`config.mk`:
```
export PLATFORM = sky130hd
export DESIGN_NAME = bf16_sub_seq
export DESIGN_NICKNAME = d
export VERILOG_FILES = /design/src/rtl/bf16_pkg.sv /design/src/rtl/bf16_align.sv /design/src/rtl/bf16_sub_seq.sv
export SDC_FILE = /design/constraint.sdc
export NUM_CORES = 1
export LEC_CHECK = 0
export CORE_MARGIN = 5
export CORE_UTILIZATION = 29
export CTS_CLUSTER_DIAMETER = 40
export DETAILED_ROUTE_END_ITERATION = 6
export GPL_ROUTABILITY_DRIVEN = 0
export PLACE_DENSITY = 0.49
export SETUP_SLACK_MARGIN = 0.2
export SLEW_MARGIN = 15
export SYNTH_ARGS = -nofsm -noshare
export SYNTH_HDL_FRONTEND = slang
export SYNTH_SLANG_ARGS = --single-unit
```
`constraint.sdc`:
```
create_clock -name clk -period 4.25 [get_ports clk]
set_input_delay 0.425 -clock clk [delete_from_list [all_inputs] [get_ports clk]]
set_output_delay 0.425 -clock clk [all_outputs]
set_load 0.01 [all_outputs]
```
`src/rtl/bf16_pkg.sv`:
```
// Shared constants and FSM state encoding for the sequential bfloat16 subtractor.
package bf16_pkg;

  localparam int EXP_SIZE      = 8;
  localparam int MANTISSA_SIZE = 7;
  localparam int SIGN_SIZE     = 1;

  localparam logic [15:0] BF16_POS_ZERO = 16'h0000;
  localparam logic [7:0]  EXP_ALL_ONES  = 8'hFF;

  typedef enum logic [2:0] {
    S_IDLE,
    S_ALIGN,
    S_ARITH,
    S_NORM,
    S_DONE
  } state_t;

endpackage

```
`src/rtl/bf16_align.sv`:
```
// Combinational exponent alignment: picks the larger-exponent operand and
// right-shifts the other mantissa by the exponent difference (truncating).
module bf16_align
  import bf16_pkg::*;
(
  input  logic [EXP_SIZE-1:0]    expA_i,
  input  logic [EXP_SIZE-1:0]    expB_i,
  input  logic [MANTISSA_SIZE:0] mantA_i,
  input  logic [MANTISSA_SIZE:0] mantB_i,
  output logic [MANTISSA_SIZE:0] bigMant_o,
  output logic [MANTISSA_SIZE:0] smallMant_o,
  output logic [EXP_SIZE-1:0]    exp_o,
  output logic                   swap_o
);

  localparam logic [EXP_SIZE-1:0] SHIFT_LIMIT = EXP_SIZE'(MANTISSA_SIZE + 1);

  logic [EXP_SIZE-1:0]    expDiff;
  logic [MANTISSA_SIZE:0] smallRaw;

  always_comb begin
    swap_o = (expB_i > expA_i);
    if (swap_o) begin
      exp_o     = expB_i;
      expDiff   = expB_i - expA_i;
      bigMant_o = mantB_i;
      smallRaw  = mantA_i;
    end else begin
      exp_o     = expA_i;
      expDiff   = expA_i - expB_i;
      bigMant_o = mantA_i;
      smallRaw  = mantB_i;
    end
    // Shifting by the full mantissa width or more leaves nothing behind.
    if (expDiff >= SHIFT_LIMIT) begin
      smallMant_o = '0;
    end else begin
      smallMant_o = smallRaw >> expDiff;
    end
  end

endmodule

```
`src/rtl/bf16_sub_seq.sv`:
```
// Multi-cycle bfloat16 subtractor (a - b): align, add/subtract, then normalise
// one bit per cycle, with a valid/ready handshake on both sides.
module bf16_sub_seq #(
  parameter int EXP_SIZE      = bf16_pkg::EXP_SIZE,
  parameter int MANTISSA_SIZE = bf16_pkg::MANTISSA_SIZE,
  parameter int SIGN_SIZE     = bf16_pkg::SIGN_SIZE
) (
  input  logic                                      clk,
  input  logic                                      rst,
  input  logic [SIGN_SIZE+EXP_SIZE+MANTISSA_SIZE-1:0] a,
  input  logic [SIGN_SIZE+EXP_SIZE+MANTISSA_SIZE-1:0] b,
  input  logic                                      in_valid,
  output logic                                      in_ready,
  output logic [SIGN_SIZE+EXP_SIZE+MANTISSA_SIZE-1:0] diff,
  output logic                                      out_valid,
  input  logic                                      out_ready
);

  import bf16_pkg::*;

  localparam int W  = SIGN_SIZE + EXP_SIZE + MANTISSA_SIZE;
  localparam int MW = MANTISSA_SIZE + 1;
  localparam int AW = MW + 1;
  localparam int XW = EXP_SIZE + 1;
  localparam logic [XW-1:0] EXP_MAX = {1'b0, {EXP_SIZE{1'b1}}};

  state_t          state_q, state_d;
  logic [W-1:0]    opA_q, opA_d, opB_q, opB_d;
  logic [MW-1:0]   bigMant_q, bigMant_d, smallMant_q, smallMant_d;
  logic            bigSign_q, bigSign_d, smallSign_q, smallSign_d;
  logic [XW-1:0]   exp_q, exp_d;
  logic [AW-1:0]   mant_q, mant_d;
  logic            sign_q, sign_d;
  logic [W-1:0]    diff_q, diff_d;
  logic            outValid_q, outValid_d;

  logic [EXP_SIZE-1:0] expA, expB, alExp;
  logic [MW-1:0]       mantA, mantB, alBig, alSmall;
  logic                alSwap;
  logic [AW-1:0]       sum;

  // A zero exponent means zero; denormal fractions are discarded.
  assign expA  = opA_q[W-2 -: EXP_SIZE];
  assign expB  = opB_q[W-2 -: EXP_SIZE];
  assign mantA = (expA == '0) ? '0 : {1'b1, opA_q[MANTISSA_SIZE-1:0]};
  assign mantB = (expB == '0) ? '0 : {1'b1, opB_q[MANTISSA_SIZE-1:0]};

  bf16_align uAlign (
    .expA_i      (expA),
    .expB_i      (expB),
    .mantA_i     (mantA),
    .mantB_i     (mantB),
    .bigMant_o   (alBig),
    .smallMant_o (alSmall),
    .exp_o       (alExp),
    .swap_o      (alSwap)
  );

  assign in_ready  = (state_q == S_IDLE);
  assign diff      = diff_q;
  assign out_valid = outValid_q;

  always_ff @(posedge clk) begin
    if (rst) begin
      state_q     <= S_IDLE;
      opA_q       <= '0;
      opB_q       <= '0;
      bigMant_q   <= '0;
      smallMant_q <= '0;
      bigSign_q   <= 1'b0;
      smallSign_q <= 1'b0;
      exp_q       <= '0;
      mant_q      <= '0;
      sign_q      <= 1'b0;
      diff_q      <= BF16_POS_ZERO;
      outValid_q  <= 1'b0;
    end else begin
      state_q     <= state_d;
      opA_q       <= opA_d;
      opB_q       <= opB_d;
      bigMant_q   <= bigMant_d;
      smallMant_q <= smallMant_d;
      bigSign_q   <= bigSign_d;
      smallSign_q <= smallSign_d;
      exp_q       <= exp_d;
      mant_q      <= mant_d;
      sign_q      <= sign_d;
      diff_q      <= diff_d;
      outValid_q  <= outValid_d;
    end
  end

  always_comb begin
    state_d     = state_q;
    opA_d       = opA_q;
    opB_d       = opB_q;
    bigMant_d   = bigMant_q;
    smallMant_d = smallMant_q;
    bigSign_d   = bigSign_q;
    smallSign_d = smallSign_q;
    exp_d       = exp_q;
    mant_d      = mant_q;
    sign_d      = sign_q;
    diff_d      = diff_q;
    outValid_d  = outValid_q;
    sum         = {1'b0, bigMant_q} + {1'b0, smallMant_q};

    case (state_q)
      S_IDLE: begin
        // Subtraction becomes addition of b with its sign flipped.
        if (in_valid) begin
          opA_d   = a;
          opB_d   = {~b[W-1], b[W-2:0]};
          state_d = S_ALIGN;
        end
      end
      S_ALIGN: begin
        bigMant_d   = alBig;
        smallMant_d = alSmall;
        exp_d       = {1'b0, alExp};
        bigSign_d   = alSwap ? opB_q[W-1] : opA_q[W-1];
        smallSign_d = alSwap ? opA_q[W-1] : opB_q[W-1];
        state_d     = S_ARITH;
      end
      S_ARITH: begin
        if (bigSign_q == smallSign_q) begin
          sign_d = bigSign_q;
          if (sum[AW-1]) begin
            mant_d = sum >> 1;
            exp_d  = exp_q + XW'(1);
          end else begin
            mant_d = sum;
          end
        end else if (bigMant_q == smallMant_q) begin
          mant_d = '0;
          sign_d = 1'b0;
        end else if (bigMant_q > smallMant_q) begin
          mant_d = {1'b0, bigMant_q - smallMant_q};
          sign_d = bigSign_q;
        end else begin
          mant_d = {1'b0, smallMant_q - bigMant_q};
          sign_d = smallSign_q;
        end
        state_d = S_ARITH == S_ARITH ? S_NORM : S_NORM;
      end
      S_NORM: begin
        if (mant_q == '0) begin
          diff_d     = BF16_POS_ZERO;
          outValid_d = 1'b1;
          state_d    = S_DONE;
        end else if (mant_q[MW-1]) begin
          diff_d     = (exp_q >= EXP_MAX) ?
                       {sign_q, EXP_ALL_ONES, {MANTISSA_SIZE{1'b0}}} :
                       {sign_q, exp_q[EXP_SIZE-1:0], mant_q[MANTISSA_SIZE-1:0]};
          outValid_d = 1'b1;
          state_d    = S_DONE;
        end else if (exp_q <= XW'(1)) begin
          // The next shift would underflow the exponent: flush to +0.
          diff_d     = BF16_POS_ZERO;
          outValid_d = 1'b1;
          state_d    = S_DONE;
        end else begin
          mant_d = mant_q << 1;
          exp_d  = exp_q - XW'(1);
        end
      end
      S_DONE: begin
        if (out_ready) begin
          outValid_d = 1'b0;
          diff_d     = BF16_POS_ZERO;
          state_d    = S_IDLE;
        end
      end
      default: state_d = S_IDLE;
    endcase
  end

endmodule

```
==> impl_metrics.py, run 1 <==
metrics = {
    "cts": {
        "cts_tree": "yes",
        "cts_resized": 0,
        "insertion_delay_ps": 350,
        "clkSinkCount": 88,
        "root_buffer": "clkbuf_16",
        "cts_buffer_depth": 2,
        "hold_buffers": 0,
        "cts-htree-levels": 3,
        "cts_buffers": 9,
        "clk_pin_slew_ps": 70,
        "postCtsSetupBuffers": 0,
    },
    "floorplanning": {
        "die_x_microns": 155,
        "fp-row-count": 53,
        "start_util_pct": 29.3,
        "fp.dieH_microns": 155,
        "dieArea_sq_mm": 0.0241,
        "ios": 54,
        "coreArea_sq_mm": 0.0209,
    },
    "sta": {
        "max_slew_margin_pct": 27.8,
        "min_period_over_period_pct": 82.0,
        "setup-tns-final_ps": 0,
        "rsz0062_at_grt": "false",
        "fin_skew_ps": 4.82,
        "setup_violations": 0,
        "fmax_mhz": 287,
        "tightestPinTransition_ps": 1080,
        "timing.final.crit_period_ps": 3480,
        "worst_slack_ps": 766,
        "finalMaxSlewViolations": 0,
        "hold_violations": 0,
    },
    "global_routing": {
        "grtUsageTotal_pct": 13.6,
        "antenna_found_initial": 0,
        "grt_overflow": 0,
        "grt_max_degree": 65,
        "grt_pass1_wl_mm": 27.2,
        "grt_pass1_vias": 5192,
    },
    "setup_path": {
        "required_ps": 4490,
        "startpoint_type": "register",
        "crit_fanout": 18,
        "cp-end-kind": "register",
        "timing.rr.start": "opB_q[7]",
        "crit_start": "opB_q[7]",
        "cp_cell_sequence": "inv_1, ha_1, fa_1, nand2b_1, a21o_1, a31oi_4, mux2i_1, xnor2_1, mux2_2, a22o_1",
        "cp_data_arrival_time_ps": 3730,
        "critical-path-max-stage-delay_ps": 660,
        "critical_path_class": "register to register",
        "rrSetupSlack_ps": 770,
        "reg2reg_depth": 10,
        "cpMaxStageDelayCell": "xnor2_1",
        "crit_end": "smallMant_q[2]",
        "r2r-end": "smallMant_q[2]",
    },
    "power_and_ir_drop": {
        "p_int_w": 0.00163,
        "power_frac_comb_pct": 34.6,
        "seqPwrFrac_pct": 36.3,
        "p_sw_w": 0.000919,
        "ir_drop_v": 0.000192,
        "power.leakage_nw": 2.74,
        "p_sw_share_pct": 36.1,
        "power_density_mw_per_mm2": 358,
        "clock_power_share_pct": 29.1,
    },
    "detailed_routing": {
        "avgRoutedWirePerCell_microns": 14.8,
        "drt-pass1-iter-count": 7,
        "routed_via_density": 5.00,
        "ant_nets": 0,
        "drt_iter0_markers": 283,
        "drc": 0,
        "vias": 5474,
        "wirelength_mm": 16.2,
    },
    "synth": {
        "synth_area_sq_mm": 0.00612,
        "synthArstFlopShare_pct": 0,
        "netlist_instances": 785,
        "syn_area_per_cell_sq_um": 7.79,
        "syn-num-nets": 868,
        "synth_flop_cell": "dfxtp_1",
        "synth_warnings": 0,
        "synth-seq-cells": 88,
        "ys_seq_area_share_pct": 28.8,
        "synthDistinctLibCells": 73,
        "synth-edff-count": 0,
    },
    "place": {
        "dpl.hpwl_mm": 12.2,
        "dp_cells": 1079,
        "placed_area_sq_mm": 0.00683,
        "dpl_worst_slack_ps": 771,
        "numPortBuffers": 53,
    },
    "min_path": {
        "min_path_type": "register to register",
    },
    "layout": {
        "diodes": 0,
        "stdcell_area_sq_mm": 0.00711,
        "finalNonFillerCells": 1095,
        "layout-drive-gt1-share_pct": 4.88,
        "area_growth_pct": 16.2,
        "nNetsFinal": 898,
    },
    "status": {
        "status": "finished, final reports clean",
    },
    "job": {
        "max_cap_viol_count": 0,
    },
}
==> logic make-up (layout without fill, tap and decap cells) <==
kind of cell	after synthesis	count (layout)	synth area share, %
compound gates	227	227	23.9
buf+inv	92	127	6.71
simple gates	266	266	19.9
fa+ha+maj	47	47	10.2
mux	47	47	7.86
xor+xnor	18	18	2.58
flops	88	88	28.8
==> worst max-delay path: cells and delay by family (launching register included) <==
family                     cells  cell delay, ps
adders and majority gates      2             600
buffers and inverters          1              80
DFF                            1             380
muxes                          2             600
xor gates and xnor gates       1             660
AOI/OAI and AO/OA              3             880
and+or+nand+nor                1             170
==> stage by stage <==
step                hold WS [ps]  power, W  util, %
finish                       449   0.00255     34.0
CTS                          451   0.00258     34.0
global route                 474   0.00271     34.0
detailed placement           442   0.00182     32.7
floorplan                    448   0.00161        -
global placement             440   0.00182     32.7
==> synth_stat cells, types with 3 or more instances <==
library cell,count,share of area (%)
fa_1,5,1.6
inv_1,51,3.1
nor2_1,55,3.4
nor3_1,12,0.98
nor2b_1,8,0.82
dfxtp_1,88,29
a31oi_1,8,0.82
ha_1,42,8.6
clkbuf_1,27,1.7
a211oi_1,16,2.0
a21oi_1,72,5.9
buf_6,6,1.1
xor2_1,4,0.57
or4_1,3,0.37
o211ai_1,5,0.61
xnor2_1,14,2.0
a222oi_1,3,0.49
mux2_2,4,0.74
buf_2,5,0.41
a32o_1,4,0.65
a21o_1,5,0.61
o22ai_1,4,0.41
nor4_1,7,0.72
nand2_1,125,7.7
nand4_1,5,0.51
and2_1,4,0.41
mux2i_1,42,6.9
o31ai_1,3,0.37
o21ai_0,46,3.8
a2111oi_0,3,0.43
nand3_1,7,0.57
nand2b_1,13,1.3
a22oi_1,18,2.2
or3_1,4,0.41
a22o_1,6,0.86
o221ai_1,3,0.43
a21boi_0,6,0.74
o21bai_1,3,0.37
and3_1,7,0.72
==> worst min-delay path by stage <==
stage	start	end	slack, ps	cells past startpoint
finish	diff[8]	diff[8]	450	2
global route	diff[7]	diff[7]	470	2
CTS	diff[8]	diff[8]	450	2
detailed placement	diff[8]	diff[8]	440	2
global placement	diff[14]	diff[14]	440	2
floorplan	opA_q[15]	opA_q[15]	450	2
==> power by group through the flow <==
| stage | Combinational [W] | Sequential (W) | Clock, W |
|---|---|---|---|
| 5_1_grt | 0.000981 | 0.000935 | 0.000799 |
| 4_1_cts | 0.000883 | 0.000926 | 0.000776 |
| 3_5_place_dp | 0.000878 | 0.000945 | 0 |
| 6_report | 0.000881 | 0.000926 | 0.000741 |
| 3_3_place_gp | 0.000881 | 0.000943 | 0 |
| 2_1_floorplan | 0.000687 | 0.000920 | 0 |
==> state kept, by name, summed over array words and instances (netlist names) <==
register	flops
bigMant_q	8
out_valid	1
exp_q	9
opA_q	16
diff	16
mant_q	8
sign_q	1
opB_q	16
smallMant_q	8
smallSign_q	1
bigSign_q	1
state_q	3
==> cells in the final DEF, fill, tap and decap left out, types with 5 or more instances in the layout <==
master             n
nor2_1            55
xnor2_1           14
clkdlybuf4s50_1   52
clkbuf_16          9
nand2b_1          13
a21oi_1           72
ha_1              42
inv_1             51
a211oi_1          16
a22oi_1           18
mux2i_1           42
and3_1             7
nor2b_1            8
nor3_1            11
fa_1               5
nand4_1            5
a22o_1             6
nor4_1             7
a31oi_1            8
o21ai_0           46
dfxtp_1           88
buf_4              7
nand3_1            7
a21boi_0           6
o211ai_1           5
a21o_1             5
nand2_1          125
==> cell type report <==
cell class	instances	area (sq um)
clock inverters	7	47.5
inverters	51	191
clock buffers	9	225
well taps	275	344
fillers	2261	13800
repair buffers	60	578
multi-input cells	605	3960
flip-flops and latches	88	1760
==> per-layer routing <==
layer,GRT usage (%),wire length [microns],vias to the layer above,part of all wire [%]
li1,-,-,2845,-
met1,19.7,8590,2545,53
met2,21.0,6920,75,43
met3,2.67,571,9,3.5
met4,2.63,132,0,0.81
met5,0,0,-,0
Power figures use the tool's default switching activity.
==> run 2: changes to the inputs <==
PLACE_DENSITY = 0.5   (was 0.49)
clock period = 3.16 ns   (was 4.25 ns; I/O delays follow)
==> run 2 against run 1 <==
Via count up 2.1%. Critical path depth up 2. Utilization up 2.3 points. Global-route usage up 0.33 points. Clock skew up 1.2 ps. Sequential power up 33%. First-iteration DRC count down 20%. Total power up 45%. Largest cell class unchanged.
==> impl_metrics.py, run 2 (synthesized netlist as in run 1, its figures left out) <==
metrics = {
    "floorplanning": {
        "fp-row-count": 53,
        "dieArea_sq_mm": 0.0241,
        "start_util_pct": 29.3,
        "die_x_microns": 155,
        "coreArea_sq_mm": 0.0209,
        "ios": 54,
        "fp.dieH_microns": 155,
    },
    "detailed_routing": {
        "drt-pass1-iter-count": 5,
        "drc": 0,
        "routed_via_density": 4.93,
        "wirelength_mm": 16.7,
        "vias": 5587,
        "ant_nets": 0,
        "avgRoutedWirePerCell_microns": 14.7,
        "drt_iter0_markers": 225,
    },
    "cts": {
        "hold_buffers": 0,
        "clkSinkCount": 88,
        "clk_pin_slew_ps": 70,
        "root_buffer": "clkbuf_16",
        "insertion_delay_ps": 350,
        "cts_tree": "yes",
        "cts_buffers": 9,
        "cts-htree-levels": 3,
        "cts_buffer_depth": 2,
    },
    "layout": {
        "layout-drive-gt1-share_pct": 12.7,
        "area_growth_pct": 23.9,
        "nNetsFinal": 936,
        "stdcell_area_sq_mm": 0.00758,
        "layout_common_cells": "nand2_1, dfxtp_1, a21oi_1",
        "utilization_pct": 36.3,
        "final_common_cell": "nand2_1",
        "diodes": 0,
    },
    "global_routing": {
        "grtUsageTotal_pct": 13.9,
        "grt_pass1_vias": 5354,
        "grt_overflow": 0,
        "antenna_found_initial": 0,
        "grt_max_degree": 49,
        "grt_pass1_wl_mm": 27.6,
    },
    "power_and_ir_drop": {
        "p_int_w": 0.00238,
        "p_sw_w": 0.00132,
        "power_frac_comb_pct": 39.2,
        "seqPwrFrac_pct": 33.3,
        "ir_drop_v": 0.000242,
        "p_sw_share_pct": 35.7,
        "clock_power_share_pct": 27.5,
        "power_density_mw_per_mm2": 488,
        "power.leakage_nw": 2.94,
    },
    "place": {
        "numPortBuffers": 53,
        "dpl.hpwl_mm": 12.6,
        "placed_area_sq_mm": 0.00704,
    },
    "sta": {
        "min_period_over_period_pct": 94.4,
        "tightestPinTransition_ps": 804,
        "rsz0062_at_grt": "true",
        "finalMaxSlewViolations": 0,
        "setup-tns-final_ps": 0,
        "fmax_mhz": 335,
        "max_slew_margin_pct": 46.2,
        "setup_violations": 0,
        "hold_violations": 0,
        "timing.final.crit_period_ps": 2980,
        "fin_skew_ps": 6.04,
    },
    "setup_path": {
        "reg2reg_depth": 12,
        "critical_path_class": "register to register",
        "cp_data_arrival_time_ps": 3220,
        "r2r-end": "mant_q[6]",
        "crit_fanout": 4,
        "cp-end-kind": "register",
        "rrSetupSlack_ps": 180,
        "required_ps": 3400,
        "timing.rr.start": "bigMant_q[0]",
        "startpoint_type": "register",
    },
    "job": {
        "max_cap_viol_count": 0,
    },
    "status": {
        "status": "finished, final reports clean",
    },
    "min_path": {
        "hold_depth": 2,
        "whs_endpoint": "state_q[2]",
        "hp-start": "rst",
        "min_path_type": "primary input to register",
    },
}
run 2: changes by cell type in the layout (fill, tap and decap cells not counted), moves of 6 or more:
| cell | previous run | this run |
|---|---|---|
| buf_4 | 7 | 40 |
| dfxtp_1 | 88 | 82 |
| ha_1 | 42 | 34 |
| mux2i_1 | 42 | 36 |
| mux2i_2 | 0 | 6 |
run 2: critical path: stages (launching register included):
cell     delay [ps]
dfxtp_4         370
inv_4            40
ha_4            150
inv_2            50
fa_2            210
a21oi_2          50
o211a_1         230
or3_4           420
mux2_4          320
a22o_1          230
or3b_1          390
and3_1          150
a221o_1         250
run 2: cell type report:
class	count	area, sq um
Clock buffer	10	229
Clock inverter	6	45.0
Fill cell	2234	13300
Inverter	51	194
Multi-Input combinational cell	605	4100
Sequential cell	88	1770
Tap cell	275	344
Timing Repair Buffer	98	890
run 2: per-stage QoR:
step	instances	worst slack, ps	power [W]	hold WS, ps
finish	1133	179	0.00370	298
global route	1133	59.5	0.00394	300
CTS	1126	207	0.00363	276
detailed placement	1106	98.3	0.00253	444
global placement	1106	94.3	0.00254	439
floorplan	785	231	0.00216	412
run 2: worst max path at each step:
stage                   start   endpoint  slack, ps  cells past startpoint
2_1_floorplan    bigMant_q[1]  mant_q[6]        230                     11
3_3_place_gp   smallMant_q[1]  mant_q[6]         90                     11
3_5_place_dp   smallMant_q[1]  mant_q[6]        100                     11
4_1_cts        smallMant_q[0]  mant_q[6]        210                     12
5_1_grt          bigMant_q[0]  mant_q[6]         60                     12
6_report         bigMant_q[0]  mant_q[6]        180                     12
run 2: power groups by stage:
stage / clock (W) / sequential [W] / combinational, W
after detailed placement: 0 / 0.00125 / 0.00128
after floorplan: 0 / 0.00124 / 0.000925
after CTS: 0.00106 / 0.00123 / 0.00134
after global placement: 0 / 0.00125 / 0.00128
after global routing: 0.00111 / 0.00124 / 0.00159
final: 0.00102 / 0.00123 / 0.00145
run 2: routing by layer:
metal,track usage (%),vias up,wire length (microns)
met2,21.7,79,7410
met4,2.63,0,138
met3,3.12,9,603
met5,0,-,0
li1,-,2912,-
met1,19.8,2587,8540
run 2: repair_timing:
action / CTS / global route
buffers inserted: 4 / 7
endpoints found under the setup margin: 9 / 31
gates resized for setup: 14 / 38
pin swaps: 1 / 14
